--- config.mk ---
export PLATFORM = sky130hd
export DESIGN_NAME = pwm_capture
export DESIGN_NICKNAME = d
export VERILOG_FILES = /design/src/rtl/pwm_pkg.sv /design/src/rtl/sync_2ff.sv /design/src/rtl/pwm_capture.sv
export SDC_FILE = /design/constraint.sdc
export NUM_CORES = 1
export LEC_CHECK = 0
export ABC_AREA = 1
export CAP_MARGIN = 20
export CORE_UTILIZATION = 59
export CTS_BUF_LIST = sky130_fd_sc_hd__clkbuf_2 sky130_fd_sc_hd__clkbuf_4 sky130_fd_sc_hd__clkbuf_8
export CTS_CLUSTER_DIAMETER = 60
export DETAILED_ROUTE_END_ITERATION = 16
export PLACE_DENSITY = 0.94
export REMOVE_ABC_BUFFERS = 1
export SLEW_MARGIN = 20
export SYNTH_ARGS = -nofsm -noshare
export SYNTH_HDL_FRONTEND = slang
export SYNTH_SLANG_ARGS = --single-unit
--- constraint.sdc ---
create_clock -name clk -period 1.9 [get_ports clk]
set_input_delay 0.38 -clock clk [delete_from_list [all_inputs] [get_ports clk]]
set_output_delay 0.38 -clock clk [all_outputs]
set_load 0.03 [all_outputs]
--- src/rtl/pwm_pkg.sv ---
// Shared definitions for the PWM generator / capture pair.
// Both ends import this so the counter width and duty width agree.
package pwm_pkg;

    localparam int CNT_W_DEFAULT = 12;
    localparam int PWM_DUTY_W    = 10;

    typedef enum logic [1:0] {
        SEEK    = 2'd0,
        MEASURE = 2'd1,
        STUCK   = 2'd2
    } cap_state_t;

endpackage

--- src/rtl/sync_2ff.sv ---
// Generic 1-bit two-flop synchronizer for asynchronous pin inputs.
// Output is low while reset is asserted.
module sync_2ff (
    input  logic clk,
    input  logic rst_n,
    input  logic i_d,
    output logic o_q
);

    logic r_meta;
    logic r_sync;

    always_ff @(posedge clk or negedge rst_n) begin
        if (!rst_n) begin
            r_meta <= 1'b0;
            r_sync <= 1'b0;
        end else begin
            r_meta <= i_d;
            r_sync <= r_meta;
        end
    end

    assign o_q = r_sync;

endmodule

--- src/rtl/pwm_capture.sv ---
// PWM receiver: measures high time and rising-to-rising period in clock cycles,
// strobes valid per completed period, and reports a stuck level when rises stop.
module pwm_capture
    import pwm_pkg::*;
#(
    parameter int CNT_W   = CNT_W_DEFAULT,
    parameter int TIMEOUT = 4095
) (
    input  logic             clk,
    input  logic             rst_n,
    input  logic             pwm_in,
    output logic [CNT_W-1:0] high_time,
    output logic [CNT_W-1:0] period,
    output logic             stuck,
    output logic             stuck_level,
    output logic             valid
);

    localparam logic [CNT_W-1:0] TIMEOUT_CNT = CNT_W'(TIMEOUT);
    localparam logic [CNT_W-1:0] ONE         = CNT_W'(1);

    logic             w_s;
    logic             w_rise;
    logic             w_at_timeout;
    logic             r_s_d;

    cap_state_t       r_state;
    cap_state_t       w_state_next;

    logic [CNT_W-1:0] r_period_cnt;
    logic [CNT_W-1:0] w_period_cnt_next;
    logic [CNT_W-1:0] r_high_cnt;
    logic [CNT_W-1:0] w_high_cnt_next;
    logic [CNT_W-1:0] r_high_time;
    logic [CNT_W-1:0] w_high_time_next;
    logic [CNT_W-1:0] r_period;
    logic [CNT_W-1:0] w_period_next;
    logic             r_stuck;
    logic             w_stuck_next;
    logic             r_stuck_level;
    logic             w_stuck_level_next;
    logic             r_valid;
    logic             w_valid_next;

    sync_2ff u_sync (
        .clk   (clk),
        .rst_n (rst_n),
        .i_d   (pwm_in),
        .o_q   (w_s)
    );

    assign w_rise       = w_s & ~r_s_d;
    assign w_at_timeout = (r_period_cnt == TIMEOUT_CNT);

    always_ff @(posedge clk or negedge rst_n) begin
        if (!rst_n) begin
            r_state <= SEEK;
        end else begin
            r_state <= w_state_next;
        end
    end

    // A rise always wins over the timeout, so a period of exactly TIMEOUT is
    // reported normally and the counters never need to exceed TIMEOUT.
    always_comb begin
        w_state_next       = r_state;
        w_period_cnt_next  = r_period_cnt;
        w_high_cnt_next    = r_high_cnt;
        w_high_time_next   = r_high_time;
        w_period_next      = r_period;
        w_stuck_next       = r_stuck;
        w_stuck_level_next = r_stuck_level;
        w_valid_next       = 1'b0;

        case (r_state)
            SEEK, MEASURE: begin
                if (w_rise) begin
                    if (r_state == MEASURE) begin
                        w_high_time_next = r_high_cnt;
                        w_period_next    = r_period_cnt;
                        w_stuck_next     = 1'b0;
                        w_valid_next     = 1'b1;
                    end
                    w_period_cnt_next = ONE;
                    w_high_cnt_next   = ONE;
                    w_state_next      = MEASURE;
                end else if (w_at_timeout) begin
                    w_stuck_next       = 1'b1;
                    w_stuck_level_next = w_s;
                    w_valid_next       = 1'b1;
                    w_high_time_next   = '0;
                    w_period_next      = '0;
                    w_state_next       = STUCK;
                end else begin
                    w_period_cnt_next = r_period_cnt + ONE;
                    if ((r_state == MEASURE) && w_s) begin
                        w_high_cnt_next = r_high_cnt + ONE;
                    end
                end
            end
            STUCK: begin
                if (w_rise) begin
                    w_period_cnt_next = ONE;
                    w_high_cnt_next   = ONE;
                    w_state_next      = MEASURE;
                end
            end
            default: begin
                w_state_next = SEEK;
            end
        endcase
    end

    always_ff @(posedge clk or negedge rst_n) begin
        if (!rst_n) begin
            r_s_d         <= 1'b0;
            r_period_cnt  <= '0;
            r_high_cnt    <= '0;
            r_high_time   <= '0;
            r_period      <= '0;
            r_stuck       <= 1'b0;
            r_stuck_level <= 1'b0;
            r_valid       <= 1'b0;
        end else begin
            r_s_d         <= w_s;
            r_period_cnt  <= w_period_cnt_next;
            r_high_cnt    <= w_high_cnt_next;
            r_high_time   <= w_high_time_next;
            r_period      <= w_period_next;
            r_stuck       <= w_stuck_next;
            r_stuck_level <= w_stuck_level_next;
            r_valid       <= w_valid_next;
        end
    end

    assign high_time   = r_high_time;
    assign period      = r_period;
    assign stuck       = r_stuck;
    assign stuck_level = r_stuck_level;
    assign valid       = r_valid;

endmodule
==> metrics.md, run 1 <==
| Metric | Value |
|---|---|
| Static leakage | `1.62 nW` |
| Net Sw Frac | `29.3%` |
| Dominant cells by area after synthesis | `dfrtp_1, nand2_1, nand3_1` |
| Critical Path, Cell by Cell | `clkdlybuf4s50_1` |
| Yosys reg bits | `56` |
| Crit-path max cell delay | `690 ps` |
| P per Cell Area | `774 nW/um2` |
| I/O pin total | `30` |
| CTS root buf | `clkbuf_8` |
| Crit Path Class | `flip-flop to output port` |
| Top cells by count, synth | `nand2_1, dfrtp_1, nand3_1, nor2_1, inv_1` |
| Gr usage total | `25.9%` |
| GRT overflow | `0` |
| Detail Placement HPWL | `4310 um` |
| PostCTS Resize Cnt | `0` |
| Worst vdd ir | `0.516 mV` |
| Pre-CTS WS | `207 ps` |
| Crit end category | `output port` |
| Relative slew margins | `67.2%` |
| IO buf count | `29` |
| Post-synth cell types | `24` |
| Initial Util | `61.4%` |
| CTS sink count | `56` |
| Slew Limit Fails | `0` |
| Mean post-synth cell area | `8.17 um2` |
| Final Hold Viols | `0` |
| WP data arrival | `1370 ps` |
| Required @ worst endpoint | `1520 ps` |
| Async S/R FF share, synth | `100%` |
| Min-Delay Path Class | `input port to async pin` |
| Post-layout util | `70.9%` |
| Placer Congestion | `0.880` |
| CP bufs+invs | `1` |
| Clock Power Share | `29.5%` |
| Global-route wire length before repair | `10500 um` |
| Main synth FF type | `dfrtp_1` |
| Rows | `25` |
| Combinational power share | `15.9%` |
| Post-synth EDFFs | `0` |
| Synth Warn # | `0` |
| Layout cells sized above 1 | `13.2%` |
| Total setup buffers inserted after CTS | `0` |
| Die W | `72.1 um` |
| RSZ-0062 raised after global routing | `no` |
| Largest net degree at the start of global routing | `57` |
| Vias in the first global route | `2393` |
| Final ANT Viol Nets | `0` |
| Clock-pin slew on the worst setup and hold paths | `100 ps` |
| Synth Instances | `355` |
| Final setup margin | `150 ps` |
| Drt first pass iters | `4` |
| Endpoints failing setup | `0` |
| Nets | `390` |
| Max_cap viols | `0` |
| CTS Buf Count | `5` |
| Most numerous cell in the Yosys netlist | `nand2_1` |
| Hold buffers post-CTS | `0` |
| Final min period | `1750 ps` |
| CP top delay family | `buffers and inverters` |
| CTS tree | `done` |
| Synth top area share | `48.3%` |
| CP max-delay cell | `clkdlybuf4s50_1` |
| Crit path max fanout | `2` |
| Area Overhead vs Synth | `15.5%` |
| Slew @ Worst Pin | `490 ps` |
| Clk_lat worst skew | `300 ps` |
| Initial DRC Count | `183` |
| Core Area | `4720 um2` |
| Via density | `5.42` |
| Overall power | `2.59 mW` |
| Max Clk Rate | `572 MHz` |
| Final Cycle Share | `92.1%` |
| Ant. Diodes | `0` |
| Cell-internal power | `1.83 mW` |
| Die Y | `72.1 um` |
| Sequential fraction of the synthesis area | `48.3%` |
| DRC violations left | `0` |
| Maximum clock insertion buffer count | `2` |
| Sequential Power Share | `54.5%` |
| Hold_ws | `43.9 ps` |
| Vias | `2454` |
| WL/cell | `13.5 um` |
| P_sw | `0.761 mW` |
| Post-Route WL | `6100 um` |
| Skew final | `4.22 ps` |
| Outcome | `finished clean` |
| Area of the mapped netlist | `2900 um2` |
| Initial antenna violation count | `0` |
| H-tree depth | `2` |
| Dominant cell type by area after synthesis | `dfrtp_1` |
| Startpoint types | `flip-flop` |
| DIE AREA | `5200 um2` |
## power by group through the flow
stage	Sequential, mW	Clock [mW]	Combinational (mW)
4_1_cts	1.41	0.777	0.416
3_3_place_gp	1.42	0	0.395
5_1_grt	1.43	0.825	0.460
3_5_place_dp	1.43	0	0.413
6_report	1.41	0.766	0.413
2_1_floorplan	1.45	0	0.222
## cell families after synthesis
group	share of synthesized area [%]
flops	48.3
xor+xnor	0.302
simple gates	37.5
compound gates	6.08
buf+inv	6.94
fa+ha+maj	0.862
## final cells by class
class,instances,area (um2)
flip-flops and latches,56,1400
fillers,377,1370
multi-input cells,260,1300
repair buffers,38,365
inverters,24,90.1
well taps,67,83.8
clock buffers,5,68.8
clock inverters,3,42.5
## worst paths after layout
kind	slack, ps	from	depth (start not counted)	end
setup / recovery	150	high_time[11]$_DFFE_PN0P_	1	high_time[11]
hold / removal	40	rst_n	2	period[2]$_DFFE_PN0P_
setup reg to reg	170	r_period_cnt[0]$_DFFE_PN0P_	6	r_period_cnt[2]$_DFFE_PN0P_
hold reg to reg	380	u_sync.r_meta$_DFF_PN0_	0	u_sync.o_q$_DFF_PN0_
max in group asynchronous	1590	rst_n	2	r_s_d$_DFF_PN0_
min in group clk	380	u_sync.r_meta$_DFF_PN0_	0	u_sync.o_q$_DFF_PN0_
## layer usage
metal / wire length (um) / part of all wire, % / vias to the layer above / global-route usage, %
li1: - / - / 1218 / -
met1: 2580 / 42 / 1123 / 33.7
met2: 2960 / 49 / 100 / 44.3
met3: 438 / 7.2 / 13 / 3.33
met4: 122 / 2.0 / 0 / 10.2
met5: 0 / 0 / - / 0
## flip-flops by register name (all words and copies together), names as in the netlist, 2 cells and up
name	count
r_state	2
r_period_cnt	12
r_high_cnt	12
high_time	12
period	12
## placed cells by master (no fill, tap or decap)
cell             instances
dfrtp_1                 56
nor2_1                  28
nand4_4                  1
clkbuf_8                 5
o21ai_1                 15
nor2_2                   3
nor2_4                   2
inv_2                    3
inv_1                   21
nand2_1                111
a31oi_1                  1
nand4_1                  3
nand2_4                  2
nand3_2                 20
buf_2                    1
bufinv_16                1
clkdlybuf4s50_1         28
nand3_1                 50
clkinv_2                 1
clkinvlp_4               1
a21oi_1                  8
xnor2_1                  1
o21ai_0                 11
buf_4                    8
or2_2                    1
buf_12                   1
ha_1                     2
nand2_2                  1
## through the flow
step / TNS (ps) / area [um2] / instances
after global placement: 0 / 3240 / 445
after global routing: 0 / 3350 / 453
after floorplan: -7100 / 2790 / 340
after detailed placement: 0 / 3240 / 445
after CTS: 0 / 3350 / 453
final: 0 / 3350 / 453
(Power assumes the default switching activity.)
==> run 2: changes to the inputs <==
--- a/config.mk
+++ b/config.mk
@@ -11,6 +11,7 @@
 export CTS_BUF_LIST = sky130_fd_sc_hd__clkbuf_2 sky130_fd_sc_hd__clkbuf_4 sky130_fd_sc_hd__clkbuf_8
 export CTS_CLUSTER_DIAMETER = 60
 export DETAILED_ROUTE_END_ITERATION = 16
+export GPL_ROUTABILITY_DRIVEN = 0
 export PLACE_DENSITY = 0.94
 export REMOVE_ABC_BUFFERS = 1
 export SLEW_MARGIN = 20
==> metrics.md, run 2 (same netlist as run 1, synthesis figures left out) <==
| Metric | Value |
|---|---|
| Outcome | `finished clean (unchanged)` |
| CTS Buf Count | `5 (unchanged)` |
| Slew Limit Fails | `0 (unchanged)` |
| Post-Route WL | `6310 um (was 6100 um)` |
| WL/cell | `14.0 um (was 13.5 um)` |
| Crit end category | `output port (unchanged)` |
| GRT overflow | `0 (unchanged)` |
| Relative slew margins | `64.7% (was 67.2%)` |
| Startpoint types | `flip-flop (unchanged)` |
| Die Y | `72.1 um (unchanged)` |
| Crit Path Class | `flip-flop to output port (unchanged)` |
| Core Area | `4720 um2 (unchanged)` |
| Placed insts | `444 (was 445)` |
| Ant. Diodes | `0 (unchanged)` |
| Slew @ Worst Pin | `527 ps (was 490 ps)` |
| Static leakage | `1.62 nW (about the same)` |
| Vias | `2506 (was 2454)` |
| Most frequent cells in the layout | `nand2_1, dfrtp_1, nand3_1, nor2_1, clkdlybuf4s50_1 (unchanged)` |
| CP bufs+invs | `1 (unchanged)` |
| Busiest grt layer | `met2 (unchanged)` |
| Skew final | `8.52 ps (was 4.22 ps)` |
| Largest net degree at the start of global routing | `57 (unchanged)` |
| Crit-path max cell delay | `690 ps (about the same)` |
| CTS sink count | `56 (unchanged)` |
| P per Cell Area | `791 nW/um2 (was 774 nW/um2)` |
| Initial Util | `61.4% (unchanged)` |
| IO buf count | `29 (unchanged)` |
| Via density | `5.54 (was 5.42)` |
| Met2 GRT Util | `45.6% (was 44.3%)` |
| CP top delay family | `buffers and inverters (unchanged)` |
| Clk_lat worst skew | `310 ps (was 300 ps)` |
| Final Cycle Share | `92.8% (was 92.1%)` |
| CTS root buf | `clkbuf_8 (unchanged)` |
| Global-route wire length before repair | `10900 um (was 10500 um)` |
| CP max-delay cell | `clkdlybuf4s50_1 (unchanged)` |
| Die W | `72.1 um (unchanged)` |
| PostCTS Resize Cnt | `0 (unchanged)` |
| Rows | `25 (unchanged)` |
| Initial DRC Count | `189 (was 183)` |
| Final Hold Viols | `0 (unchanged)` |
| Total setup buffers inserted after CTS | `0 (unchanged)` |
| Final ANT Viol Nets | `0 (unchanged)` |
| DRC violations left | `0 (unchanged)` |
| Crit path max fanout | `2 (unchanged)` |
| Endpoints failing setup | `0 (unchanged)` |
| Final non-filler cell total | `452 (was 453)` |
| M1 GR Usage | `34.6% (was 33.7%)` |
| Max Clk Rate | `567 MHz (was 572 MHz)` |
| H-tree depth | `2 (unchanged)` |
| Hold buffers post-CTS | `0 (unchanged)` |
| Min-Delay Path Class | `input port to async pin (unchanged)` |
| Vias in the first global route | `2484 (was 2393)` |
| Critical Path, Cell by Cell | `clkdlybuf4s50_1 (unchanged)` |
| Layout cells sized above 1 | `13.0% (was 13.2%)` |
| Area Overhead vs Synth | `15.7% (was 15.5%)` |
| Most common cell after layout, fill and taps aside | `nand2_1 (unchanged)` |
| Maximum clock insertion buffer count | `2 (unchanged)` |
| Nets | `389 (was 390)` |
| Detail Placement HPWL | `4270 um (was 4310 um)` |
| Hold_ws | `55.9 ps (was 43.9 ps)` |
| Max_cap viols | `0 (unchanged)` |
| DIE AREA | `5200 um2 (unchanged)` |
| I/O pin total | `30 (unchanged)` |
| Final min period | `1760 ps (was 1750 ps)` |
| Met3 GRT Util | `4.86% (was 3.33%)` |
| Required @ worst endpoint | `1520 ps (about the same)` |
| Drt first pass iters | `4 (unchanged)` |
| CTS tree | `done (unchanged)` |
| Worst vdd ir | `0.481 mV (was 0.516 mV)` |
| Gr usage total | `27.1% (was 25.9%)` |
| WP data arrival | `1380 ps (was 1370 ps)` |
| Clock-pin slew on the worst setup and hold paths | `100 ps (about the same)` |
| RSZ-0062 raised after global routing | `no (unchanged)` |
| Initial antenna violation count | `0 (unchanged)` |
==> run 2: metal layers <==
metal	up-vias	part of all wire, %
met5	-	0
met4	0	2.1
met3	16	7.0
met2	102	48
met1	1176	43
li1	1212	-
==> run 2: metrics by stage <==
step / TNS (ps) / total power, mW / setup slack, ps / instance area (um2) / utilization [%]
6_report: 0 / 2.66 / 137 / 3360 / 71.1
3_3_place_gp: 0 / 1.81 / 281 / 3230 / 68.4
5_1_grt: 0 / 2.77 / 9.75 / 3360 / 71.1
2_1_floorplan: -7100 / 1.67 / -212 / 2790 / -
3_5_place_dp: 0 / 1.84 / 207 / 3230 / 68.4
4_1_cts: 0 / 2.66 / 127 / 3360 / 71.1
==> run 2: path summary, 6_finish.rpt <==
path / from / endpoint / slack, ps / depth (start not counted)
max: high_time[11]$_DFFE_PN0P_ / high_time[11] / 140 / 1
min: rst_n / period[5]$_DFFE_PN0P_ / 60 / 2
max reg2reg: r_period_cnt[0]$_DFFE_PN0P_ / r_period_cnt[2]$_DFFE_PN0P_ / 160 / 6
min reg2reg: u_sync.r_meta$_DFF_PN0_ / u_sync.o_q$_DFF_PN0_ / 360 / 0
max in group asynchronous: rst_n / high_time[6]$_DFFE_PN0P_ / 1600 / 2
min in group clk: u_sync.r_meta$_DFF_PN0_ / u_sync.o_q$_DFF_PN0_ / 360 / 0
==> run 2: worst reg2reg max path, stage by stage, from the launching register on <==
cell	delay, ps
dfrtp_1	440
ha_1	240
nand2_1	130
nor2_4	70
nand4_4	160
nand3_2	330
o21ai_0	290
==> run 2: area by class of cell <==
| class | count | area [um2] |
|---|---|---|
| timing repair buffer | 37 | 358 |
| tap | 67 | 83.8 |
| clock buffer | 7 | 96.3 |
| clock inverter | 1 | 30.0 |
| multi-input combinational | 260 | 1300 |
| sequential | 56 | 1400 |
| fill | 356 | 1370 |
| inverter | 24 | 90.1 |
==> run 2: power breakdown <==
group          total, mW  switching, mW  internal (mW)
Combinational      0.410          0.255          0.155
Clock              0.835          0.370          0.465
Sequential          1.41          0.126           1.28
==> patch 1: new RTL, flow settings as in run 1 <==
Register the output `high_time` once more, without a reset; this adds one clock of latency there. The other outputs are not delayed to match.
--- a/src/rtl/pwm_capture.sv
+++ b/src/rtl/pwm_capture.sv
@@ -133,7 +133,9 @@
         end
     end
 
-    assign high_time   = r_high_time;
+    always_ff @(posedge clk) begin
+        high_time <= r_high_time;
+    end
     assign period      = r_period;
     assign stuck       = r_stuck;
     assign stuck_level = r_stuck_level;
Check against the original RTL: not equivalent (Yosys sat finds a counterexample within 10 cycles, from zero or initial values and one cycle with rst_n low).
==> patch 1 against run 1 <==
  * Area after synthesis grew 9.7%
  * Final area increased by 10%
  * Wire length is 8.8% higher
  * Sequential cell count rose by 12
  * Sequential share of layout area grew 2.5 points
  * Power grew 25%
  * Worst setup slack got worse by 29 ps
  * Die area increased by 9.5%
  * Critical path type is now reg2reg
  * Critical endpoint is now r_high_time[0]$_DFFE_PN0P_
  * Largest power group unchanged
==> patch 1: results (changes against run 1) <==
WP data arrival 2010 ps (was 1370 ps); All-Layer GR Usage 0.259 (about the same); Synth cell types 31 (was 24); Setup crit end r_high_time[0]$_DFFE_PN0P_ (was high_time[11]); top cells by area, synth dfrtp_1 (44%), nand2_1 (12%), nand3_1 (7.7%) (was dfrtp_1 (48%), nand2_1 (14%), nand3_1 (8.6%)); CP Launch Point r_period_cnt[0]$_DFFE_PN0P_ (was high_time[11]$_DFFE_PN0P_); outcome completed (unchanged); sequential area share after synthesis 0.516 (was 0.483); final non-filler cell total 463 (was 453); Worst-Margin Slew 364 ps (was 490 ps); drt first pass iters 5 (was 4); Iter 0 DRT Violations 304 (was 183); Leak 0.00170 uW (was 0.00162 uW); TritonCTS Buffers 9 (was 5); FILL cells 379 (was 377); cell count of the worst reg-to-reg path 7 (was 6); vias in the first global route 2353 (was 2393); critical path fanouts, max 22 (was 2); Via Count 2622 (was 2454); Cells after Synth 359 (was 355); asr flop ratio synth 0.824 (was 1.00); share of layout cells above drive strength 1 0.155 (was 0.132); DR WL/cell 14.3 um (was 13.5 um); clock skew 5.38 ps (was 4.22 ps); nets@finish 393 (was 390); first-pass GRT wire length 10800 um (was 10500 um)
patch 1: final cells by class:
type / count / share of cell area
Timing Repair Buffer: 37 / 0.0967
Multi-Input combinational cell: 248 / 0.360
Tap cell: 70 / 0.0237
Sequential cell: 68 / 0.444
Clock inverter: 7 / 0.0183
Inverter: 24 / 0.0243
Clock buffer: 9 / 0.0335
patch 1: stage by stage:
stage | setup WS, ps | cell area [um2] | power (uW)
after floorplan | -18.1 | 3060 | 1960
after global placement | 193 | 3500 | 2090
after detailed placement | 111 | 3500 | 2120
after CTS | 76.6 | 3690 | 3250
after global routing | -1.73 | 3700 | 3370
final | 121 | 3700 | 3250
patch 1: routing by layer:
layer  vias to the layer above  part of all wire  GRT usage
met2                       116              0.49      0.414
met5                         -                 0          0
met1                      1236              0.42      0.333
li1                       1250                 -          -
met3                        20             0.058     0.0463
met4                         0             0.030      0.152
patch 1: logic make-up (layout without fill, tap and decap cells):
family / Yosys count / count (layout) / synth area share
AOI/OAI and AO/OA: 28 / 28 / 0.0495
xor gates and xnor gates: 1 / 1 / 0.00275
adders and majority gates: 2 / 2 / 0.00786
buffers and inverters: 43 / 77 / 0.0688
DFF: 68 / 68 / 0.516
muxes: 1 / 1 / 0.00314
and+or+nand+nor: 216 / 216 / 0.352
patch 1: repair_timing:
action                                  CTS  global route
endpoints found under the setup margin    0            12
hold buffers                              0             0
resized for setup                         0             1
patch 1: critical path, cell delays in order, from the launching register on:
cell and delay [ps]:
dfrtp_1 420, ha_1 180, nand2_1 120, nor2_4 180, nand4_4 250, buf_4 330
nand3_1 120, nand2_1 60
patch 1: power by group:
part | switching (uW) | internal [uW]
clock network | 548 | 597
logic | 265 | 169
registers | 124 | 1550
total | 937 | 2310
==> patch 2: new RTL, config.mk and constraints of run 1 <==
Made on the original files. Set the package constant `CNT_W_DEFAULT` to 24 (it was 12).
--- a/src/rtl/pwm_pkg.sv
+++ b/src/rtl/pwm_pkg.sv
@@ -2,7 +2,7 @@
 // Both ends import this so the counter width and duty width agree.
 package pwm_pkg;
 
-    localparam int CNT_W_DEFAULT = 12;
+    localparam int CNT_W_DEFAULT = 24;
     localparam int PWM_DUTY_W    = 10;
 
     typedef enum logic [1:0] {
Ports: changed (resized high_time and period); port bits go from 30 to 54. The function was not compared with the original's and may differ.
==> patch 2 against run 1 <==
  * The flow now finishes with violations (negative setup slack)
  * Sequential cell count rose by 48
  * Power up 75%
  * Die area increased by 81%
  * Worst setup slack worse by 160 ps
  * Via count rose by 120%
  * Area after synthesis is 84% higher
  * Final area rose by 97%
  * Count of clock-buffer cells in the layout is 6 higher
  * Wire length increased by 140%
  * Global-route usage rose by 4.9 points
==> patch 2: results (changes against run 1) <==
Worst R2R End r_high_cnt[5]$_DFFE_PN0P_ (was r_period_cnt[2]$_DFFE_PN0P_); Avg Cell Area, Syn 7.42 um2 (was 8.17 um2); Synth cell types 27 (was 24); drt first pass iters 6 (was 4); Worst-Skew Late Latency 370 ps (was 300 ps); routed wire length 14800 um (was 6100 um); vias in the first global route 5121 (was 2393); max incr delay on CP 380 ps (was 690 ps); clock skew 13.7 ps (was 4.22 ps); sequential area share after synthesis 0.487 (was 0.483); DR WL/cell 16.2 um (was 13.5 um); largest net degree at the start of global routing 39 (was 57); outcome finished with violations (was completed); top cells by area, synth dfrtp_1 (49%), nand2_1 (17%), nand3_1 (13%) (was dfrtp_1 (48%), nand2_1 (14%), nand3_1 (8.6%)); PostCTS Resize Cnt 2 (was 0); WP data arrival 2190 ps (was 1370 ps); routability cong. 0.938 (was 0.880); Iter 0 DRT Violations 679 (was 183); H-tree depth 3 (was 2); combinational power share 0.157 (was 0.159); TritonCTS Buffers 9 (was 5); share of layout cells above drive strength 1 0.116 (was 0.132); Hold Buf Count CTS 1 (was 0); PortBufs 53 (was 29); violated checks negative setup slack; final worst slack -10.8 ps (was 150 ps); Leak 0.00324 uW (was 0.00162 uW); Post-CTS Setup Bufs 1 (was 0); All-Layer GR Usage 0.308 (was 0.259); Detailed Place HPWL 9310 um (was 4310 um); Ant. Diodes 0 (unchanged); final setup violation count 2 (was 0); nets@finish 807 (was 390); Seq. pwr 2420 uW (was 1410 uW); Fin Hold WS 366 ps (was 43.9 ps); Peak VDD IR 0.517 mV (was 0.516 mV); placed cell count 887 (was 445); first-pass GRT wire length 23900 um (was 10500 um); cell family with most CP delay simple AND/OR/NAND/NOR gates (was buffers and inverters); Cell Int Power 3260 uW (was 1830 uW); Hold Path Class reg2reg (was in2async); Worst-Margin Slew 519 ps (was 490 ps); critical path fanouts, max 20 (was 2); Root Buffer clkbuf_8 (unchanged); FILL cells 567 (was 377); synth cell count leaders nand2_1 (237), nand3_1 (138), dfrtp_1 (104) (was nand2_1 (111), dfrtp_1 (56), nand3_1 (50)); vias per cell 5.99 (was 5.42); Crit Path Class reg2reg (was reg2out)
==> patch 2: changes by cell type after synthesis, sizes merged, moves of 16 or more <==
| cell | delta |
|---|---|
| clkbuf | +18 |
| dfrtp | +48 |
| inv | +16 |
| nand2 | +126 |
| nand3 | +68 |
| nor2 | +43 |
==> patch 2: through the flow <==
| step | util | total power, uW | instance area (um2) | TNS, ps | worst slack [ps] |
|---|---|---|---|---|---|
| after floorplan | - | 2750 | 5180 | -242120 | -2920 |
| after global placement | 0.708 | 3000 | 6200 | 0 | 122 |
| after detailed placement | 0.708 | 3030 | 6200 | -155 | -26.7 |
| after CTS | 0.737 | 4450 | 6460 | 0 | 25.2 |
| after global routing | 0.754 | 4690 | 6610 | -2380 | -142 |
| final | 0.754 | 4540 | 6610 | -18.5 | -10.8 |
==> patch 2: per-layer routing <==
layer / track usage / up-vias / routed length (um)
met1: 0.424 / 2503 / 5900
li1: - / 2495 / -
met5: 0 / - / 0
met4: 0.123 / 0 / 575
met2: 0.484 / 387 / 6960
met3: 0.0583 / 95 / 1380
==> patch 2: cells by family (layout without fill, tap and decap cells) <==
kind of cell,count (synthesis),after routing,share of synthesized area
compound gates,47,47,0.0445
fa+ha+maj,2,2,0.00468
xor+xnor,13,13,0.0213
simple gates,477,477,0.383
flops,104,104,0.487
buf+inv,77,164,0.0593
==> patch 2: layout make-up <==
cell class | count | area, um2 | share of cell area
inverters | 42 | 169 | 0.0256
well taps | 108 | 135 | 0.0204
clock buffers | 11 | 145 | 0.0220
flip-flops and latches | 104 | 2600 | 0.394
repair buffers | 106 | 1030 | 0.156
clock inverters | 5 | 56.3 | 0.00852
multi-input cells | 539 | 2470 | 0.374
